**src/rtl/stopwatch_controller.sv**
```systemverilog
// Stopwatch sequencing controller: key edge detection, run/stop/lap/clear
// state machine, prescaler and mm:ss.hh counter chain with lap display.
module stopwatch_controller #(
   parameter int TICKS_PER_HUNDREDTH = 500000
) (
   input  logic       clock,
   input  logic       reset,
   input  logic       start_stop,
   input  logic       lap,
   input  logic       clear,
   output logic [6:0] stopwatch_unit_mins,
   output logic [5:0] stopwatch_unit_secs,
   output logic [6:0] stopwatch_unit_decs,
   output logic       running,
   output logic       lap_active,
   output logic       rollover
);

   localparam int PW = $clog2(TICKS_PER_HUNDREDTH);
   localparam logic [PW-1:0] TERM = PW'(TICKS_PER_HUNDREDTH - 1);

   typedef enum logic [1:0] {
      IDLE,
      RUN,
      STOP,
      LAP
   } state_t;

   state_t state;
   state_t state_next;

   logic prev_ss;
   logic prev_lap;
   logic prev_clr;
   logic edge_ss;
   logic edge_lap;
   logic edge_clr;

   logic [PW-1:0] presc;
   logic          count_en;
   logic          tick;
   logic          capture;
   logic          zero_all;
   logic          at_max;
   logic          in_run;

   logic [6:0] live_mins;
   logic [5:0] live_secs;
   logic [6:0] live_decs;
   logic [6:0] lap_mins;
   logic [5:0] lap_secs;
   logic [6:0] lap_decs;

   assign edge_ss  = start_stop & ~prev_ss;
   assign edge_lap = lap & ~prev_lap;
   assign edge_clr = clear & ~prev_clr;

   assign in_run   = (state == RUN) || (state == LAP);
   // A start_stop edge that stops the watch also freezes this cycle's count.
   assign count_en = in_run && !edge_ss;
   assign tick     = count_en && (presc == TERM);
   assign at_max   = (live_mins == 7'd99) && (live_secs == 6'd59) &&
                     (live_decs == 7'd99);

   // Key history for rising-edge detection
   always_ff @(posedge clock or posedge reset) begin
      if (reset) begin
         prev_ss  <= 1'b0;
         prev_lap <= 1'b0;
         prev_clr <= 1'b0;
      end else begin
         prev_ss  <= start_stop;
         prev_lap <= lap;
         prev_clr <= clear;
      end
   end

   // State register
   always_ff @(posedge clock or posedge reset) begin
      if (reset) state <= IDLE;
      else       state <= state_next;
   end

   // Next-state decode with clear > start_stop > lap among legal edges
   always_comb begin
      state_next = state;
      capture    = 1'b0;
      zero_all   = 1'b0;
      case (state)
         IDLE: begin
            if (edge_ss) state_next = RUN;
         end
         RUN: begin
            if (edge_ss) begin
               state_next = STOP;
            end else if (edge_lap) begin
               state_next = LAP;
               capture    = 1'b1;
            end
         end
         LAP: begin
            if (edge_ss)       state_next = STOP;
            else if (edge_lap) state_next = RUN;
         end
         STOP: begin
            if (edge_clr) begin
               state_next = IDLE;
               zero_all   = 1'b1;
            end else if (edge_ss) begin
               state_next = RUN;
            end
         end
         default: state_next = IDLE;
      endcase
   end

   // Prescaler: counts while running, holds in STOP, zero in IDLE
   always_ff @(posedge clock or posedge reset) begin
      if (reset) begin
         presc <= '0;
      end else if (zero_all || state == IDLE) begin
         presc <= '0;
      end else if (count_en) begin
         if (tick) presc <= '0;
         else      presc <= presc + PW'(1);
      end
   end

   // Live counter chain advanced by the prescaler tick
   always_ff @(posedge clock or posedge reset) begin
      if (reset) begin
         live_mins <= '0;
         live_secs <= '0;
         live_decs <= '0;
      end else if (zero_all) begin
         live_mins <= '0;
         live_secs <= '0;
         live_decs <= '0;
      end else if (tick) begin
         if (live_decs == 7'd99) begin
            live_decs <= '0;
            if (live_secs == 6'd59) begin
               live_secs <= '0;
               if (live_mins == 7'd99) live_mins <= '0;
               else                    live_mins <= live_mins + 7'd1;
            end else begin
               live_secs <= live_secs + 6'd1;
            end
         end else begin
            live_decs <= live_decs + 7'd1;
         end
      end
   end

   // Lap registers take the pre-increment live value on capture
   always_ff @(posedge clock or posedge reset) begin
      if (reset) begin
         lap_mins <= '0;
         lap_secs <= '0;
         lap_decs <= '0;
      end else if (zero_all) begin
         lap_mins <= '0;
         lap_secs <= '0;
         lap_decs <= '0;
      end else if (capture) begin
         lap_mins <= live_mins;
         lap_secs <= live_secs;
         lap_decs <= live_decs;
      end
   end

   // One-cycle pulse after the 99:59.99 wrap
   always_ff @(posedge clock or posedge reset) begin
      if (reset) rollover <= 1'b0;
      else       rollover <= tick && at_max;
   end

   // Display mux and status decode
   always_comb begin
      running             = in_run;
      lap_active          = (state == LAP);
      stopwatch_unit_mins = live_mins;
      stopwatch_unit_secs = live_secs;
      stopwatch_unit_decs = live_decs;
      if (state == LAP) begin
         stopwatch_unit_mins = lap_mins;
         stopwatch_unit_secs = lap_secs;
         stopwatch_unit_decs = lap_decs;
      end
   end

endmodule

```
**config.mk**
```make
export PLATFORM = sky130hd
export DESIGN_NAME = stopwatch_controller
export DESIGN_NICKNAME = d
export VERILOG_FILES = /design/src/rtl/stopwatch_controller.sv
export SDC_FILE = /design/constraint.sdc
export NUM_CORES = 1
export LEC_CHECK = 0
export BUFFER_PORTS_ARGS = -buffer_cell sky130_fd_sc_hd__buf_2
export CAP_MARGIN = 20
export CORE_MARGIN = 5
export CORE_UTILIZATION = 25
export CTS_BUF_LIST = sky130_fd_sc_hd__clkbuf_16
export DETAILED_ROUTE_END_ITERATION = 10
export PLACE_DENSITY = 0.44
export RECOVER_POWER = 25
export SETUP_SLACK_MARGIN = 0.05
export SLEW_MARGIN = 10
export SYNTH_ARGS = -nofsm -noshare
export SYNTH_HDL_FRONTEND = slang
export SYNTH_SLANG_ARGS = --single-unit
```
**constraint.sdc**
```tcl
create_clock -name clock -period 6.1 [get_ports clock]
set_input_delay 1.22 -clock clock [delete_from_list [all_inputs] [get_ports clock]]
set_output_delay 1.22 -clock clock [all_outputs]
set_load 0.02 [all_outputs]
```
## Word level (Yosys, flattened, before mapping)

Index checks and enable logic that the tools add are counted.

- Add/sub/neg operators: 4
- Equal/unequal tests: 9
- Multiplexer cells: 36
- Bitwise gates (word level): 6
- Reduce and logical (&&, ||, !) cells: 17

Operators with widths:

| operator | number |
|---|---|
| two-way mux 7 bit | 14 |
| two-way mux 19 bit | 3 |
| two-way mux 6 bit | 7 |
| adder 19 x 1 -> 19 bit, second input constant | 1 |
| == test 19 bit, second input constant | 1 |
| adder 7 x 1 -> 7 bit, second input constant | 2 |
| == test 7 bit, second input constant | 2 |
| two-way mux 2 bit | 6 |
| nonzero test 2 bit | 5 |
| case mux 2 bit (4 select lines) | 1 |
| adder 6 x 1 -> 6 bit, second input constant | 1 |
| == test 6 bit, second input constant | 1 |
| logical AND 1 bit | 5 |
| two-way mux 1 bit | 5 |
| == test 2 bit, second input constant | 2 |
| AND reduction 2 bit | 2 |
| bitwise AND 1 bit | 3 |
| inequality test 3 x 1 -> 1 bit, second input constant | 1 |
| inequality test 3 bit, second input constant | 1 |
| inverter 1 bit | 3 |
| AND reduction 3 bit | 1 |
| == test 2 x 1 -> 1 bit, second input constant | 1 |
| zero test 2 bit | 1 |
| logical OR 1 bit | 2 |
| zero test 1 bit | 1 |

- Bits in registers: 65
- Input bits: 5

## Depth between registers and ports, before layout

- Word-level depth: 8
- Mapped depth: 8

## Least setup slack after synthesis

No wires, ideal clock.

- Path kind: register to output
- Start: register state[0]
- End: output stopwatch_unit_decs[2]
- Data arrival time: 1.888 ns
- Data required time: 4.880 ns
- Path slack: 2.992 ns
- Cell stages (with the launch flop): 6
- Buffers on the path: 2
- Path through: dfrtp_1 clkbuf_1 nand2_1 clkbuf_1 inv_1 o21ai_0

- Word-level cells in the longest chain between the ends: 2

Ends and longest elaborated chain:

| item | RTL line | RTL |
|---|---|---|
| from (decl) | 29 | `state_t state;` |
| from (signal assigned) | 81 | `else state <= state_next;` |
| == test 2 bit | - |  |
| net lap_active | 15 | `output logic lap_active,` |
| two-way mux 7 bit | 185 | `if (state == LAP) begin` |
| to (decl) | 13 | `output logic [6:0] stopwatch_unit_decs,` |

The timed path passes the listed nets, and every way through them passes these cells.

## Worst setup path in the final report

- Start: register state[0]
- End: output stopwatch_unit_decs[0]

- Word-level cells in the longest chain between the ends: 2

Ends and longest elaborated chain:

| item | RTL line |
|---|---|
| == test 2 bit | 185 |
| two-way mux 7 bit | 185 |

Every way passes these cells.

==> metrics <==
initial core utilization 0.2555; RSZ-0062 raised after global routing false; maximum clock path buffer count 2; Clock transition at path regs 0.05 ns; Hold/Removal Path Class reg2reg; Final period util 0.5849; sequential fraction of the synthesis area 0.4788; Die Span Y 126.6 um; critical-path cell list nand2_1 -> mux2_2 -> buf_2; Syn Std Cell Area 3397 sq um; Avg Cell Area, Syn 9.132 sq um; Crit-path slowest cell dfrtp_1; critical path fanouts, max 19; clock network fraction of design power 0.431; synthesized flop and latch total 65; IO buf count 27; DIE AREA 16020 sq um; EDFF count, synth 0; Detailed Place HPWL 5.241 mm; Root Buffer clkbuf_16; cell type with the largest total area after synthesis dfrtp_1; Crit path largest cell delay 0.66 ns; Arr. time, crit path 2.35 ns; CORE AREA 13300 sq um; Synth cell types 40; layout cells sized above 1 0.1596; TritonRoute pass-1 iters 4; vias in the first global route 2645; Layout area overhead 18.12%; DRC violations left 0; H-tree Lvls 3; Top FF cell, synth dfrtp_1; Final Routed Wirelength 8.117 mm; TritonCTS clock tree yes; R2R depth 6; postcts setup bufs 0; Sw Ratio 0.2893; combinational cell fraction of total power 0.152; Setup crit start kind flop; via count 2763; routed len/inst 14.07 um; Seq. cell area 1627 sq um; YS warnings 0; ys async rst share 1.000; Clock Skew 0.009730 ns; GRT Total Usage 0.1071; first-pass GRT wire length 13.81 mm; CTS sink count 65; ant diodes 0; vias per cell 4.789; Final nets 405; hold depth 2; Setup CP Type reg2out; Yosys top cell area share 0.4788; Post-Synthesis Cells 372; multi-input logic area 1667 sq um; # fillers 1402; gpl congestion 0.7005; # resized after CTS 0; setup TNS 0 ns; Max-slew headroom 0.3064; final setup vio count 0; sequential power share 0.417; Setup crit end kind output pin; commonest non-fill, non-tap cells in the layout 65 x dfrtp_1, 64 x nand2_1, 38 x nand3_1; initial antenna violation count 0; max-cap violations 0; outcome finished clean; Worst VDD drop 166.0 uV; Switch Pwr 0.3296 mW; Synth area leaders dfrtp_1 48%, nand2_1 7.1%, mux2_2 6.0%, nand3_1 5.6%, xnor2_1 4.1%; Final ANT Viol Nets 0; Lkg Pwr 1.823 nW; Ports 28; Die X 126.6 um; clk_lat worst skew 0.33 ns; fin crit period 3.568 ns; most common cell after layout, fill and taps aside dfrtp_1; fin. max-slew vios 0; slew of the pin with the lowest slew margin 1.037 ns; Post-CTS Hold Buffers 0; Net Count, Synth 381; Final Hold Fails 0; internal power 0.8097 mW; Peak Freq 0.2803 GHz; num rows 42; total congestion overflow 0; pwr dens 283.9 nW/um^2; pin count of the biggest net entering global routing 66; Placed Instances 560; final std cells w/o fill 577; Crit path required time 4.88 ns; CTS buffer count 9; Iter 0 DRT Violations 76
-- critical path, delay by kind of cell (launching register included) --
kind / cells / cell delay [ns]
buffers and inverters: 1 / 0.16
multiplexers: 1 / 0.52
AND/OR/NAND/NOR: 1 / 0.66
flip-flops: 1 / 0.66
-- power groups by stage --
stage	logic [mW]	registers, mW	clock network (mW)
after floorplan	0.137	0.464	0
after global placement	0.168	0.480	0
after detailed placement	0.174	0.481	0
after CTS	0.176	0.474	0.506
after global routing	0.197	0.478	0.522
final	0.174	0.475	0.491
-- stage by stage --
| step | hold slack, ns | power, mW | worst slack, ns | cell area, sq um | util |
|---|---|---|---|---|---|
| after floorplan | 0.4626 | 0.6011 | 2.992 | 3397 | - |
| after global placement | 0.4744 | 0.6485 | 2.895 | 3697 | 0.2781 |
| after detailed placement | 0.4810 | 0.6559 | 2.873 | 3709 | 0.2789 |
| after CTS | 0.4956 | 1.156 | 2.507 | 3989 | 0.3000 |
| after global routing | 0.5218 | 1.197 | 2.323 | 4013 | 0.3018 |
| final | 0.4920 | 1.139 | 2.532 | 4013 | 0.3018 |
-- cell families (layout without fill, tap and decap cells) --
group | count (synthesis) | after routing | share of synthesized area
AOI/OAI and AO/OA | 47 | 47 | 0.08324
buffers and inverters | 27 | 56 | 0.03204
DFF | 65 | 65 | 0.4788
adders and majority gates | 4 | 4 | 0.01473
muxes | 20 | 20 | 0.06556
xor gates and xnor gates | 19 | 19 | 0.04899
and+or+nand+nor | 190 | 190 | 0.2766
-- area by class of cell --
type,instances,area share
inverter,9,0.008419
multi-input combinational,280,0.4153
timing repair buffer,31,0.04615
clock inverter,7,0.01372
sequential,65,0.4054
tap,176,0.05488
clock buffer,9,0.05613
-- final timing paths --
path,start,endpoint,slack [ns]
max reg2reg,presc[0],live_secs[5],3.62
min in group asynchronous,reset,presc[5],1.14
min reg2reg,lap_secs[5],lap_secs[5],0.49
min,lap_secs[5],lap_secs[5],0.49
max in group asynchronous,reset,live_mins[3],4.40
max,state[0],stopwatch_unit_decs[0],2.53
-- synthesized netlist by cell type (3+ instances only) --
cell type and instances:
nor4b_1 4, nand3_1 38, ha_1 4, or4_1 7, xor2_1 3, dfrtp_1 65, and3_1 5, o211ai_1 4
o21ai_0 16, or3_1 6, nand4_1 5, mux2_2 18, o31ai_1 4, a21oi_1 13, clkbuf_1 16, nor2_1 28
xnor2_1 16, nand2_1 64, nor3_1 12, nand2b_1 3, nor2b_1 4, inv_1 9, nor4_1 5
-- state kept, by name, summed over array words and instances, names as in the netlist --
name       flops
lap_secs       6
live_decs      7
prev_lap       1
lap_decs       7
live_mins      7
prev_clr       1
prev_ss        1
state          2
live_secs      6
presc         19
lap_mins       7
rollover       1
-- per-layer routing --
metal | global-route usage | vias to the layer above | share of wire
met3 | 0.02060 | 9 | 0.028
met4 | 0.05110 | 0 | 0.017
met1 | 0.1483 | 1342 | 0.51
met5 | 0 | - | 0
li1 | - | 1367 | -
met2 | 0.1606 | 45 | 0.44
No activity file was read; power rests on OpenSTA's default activity.
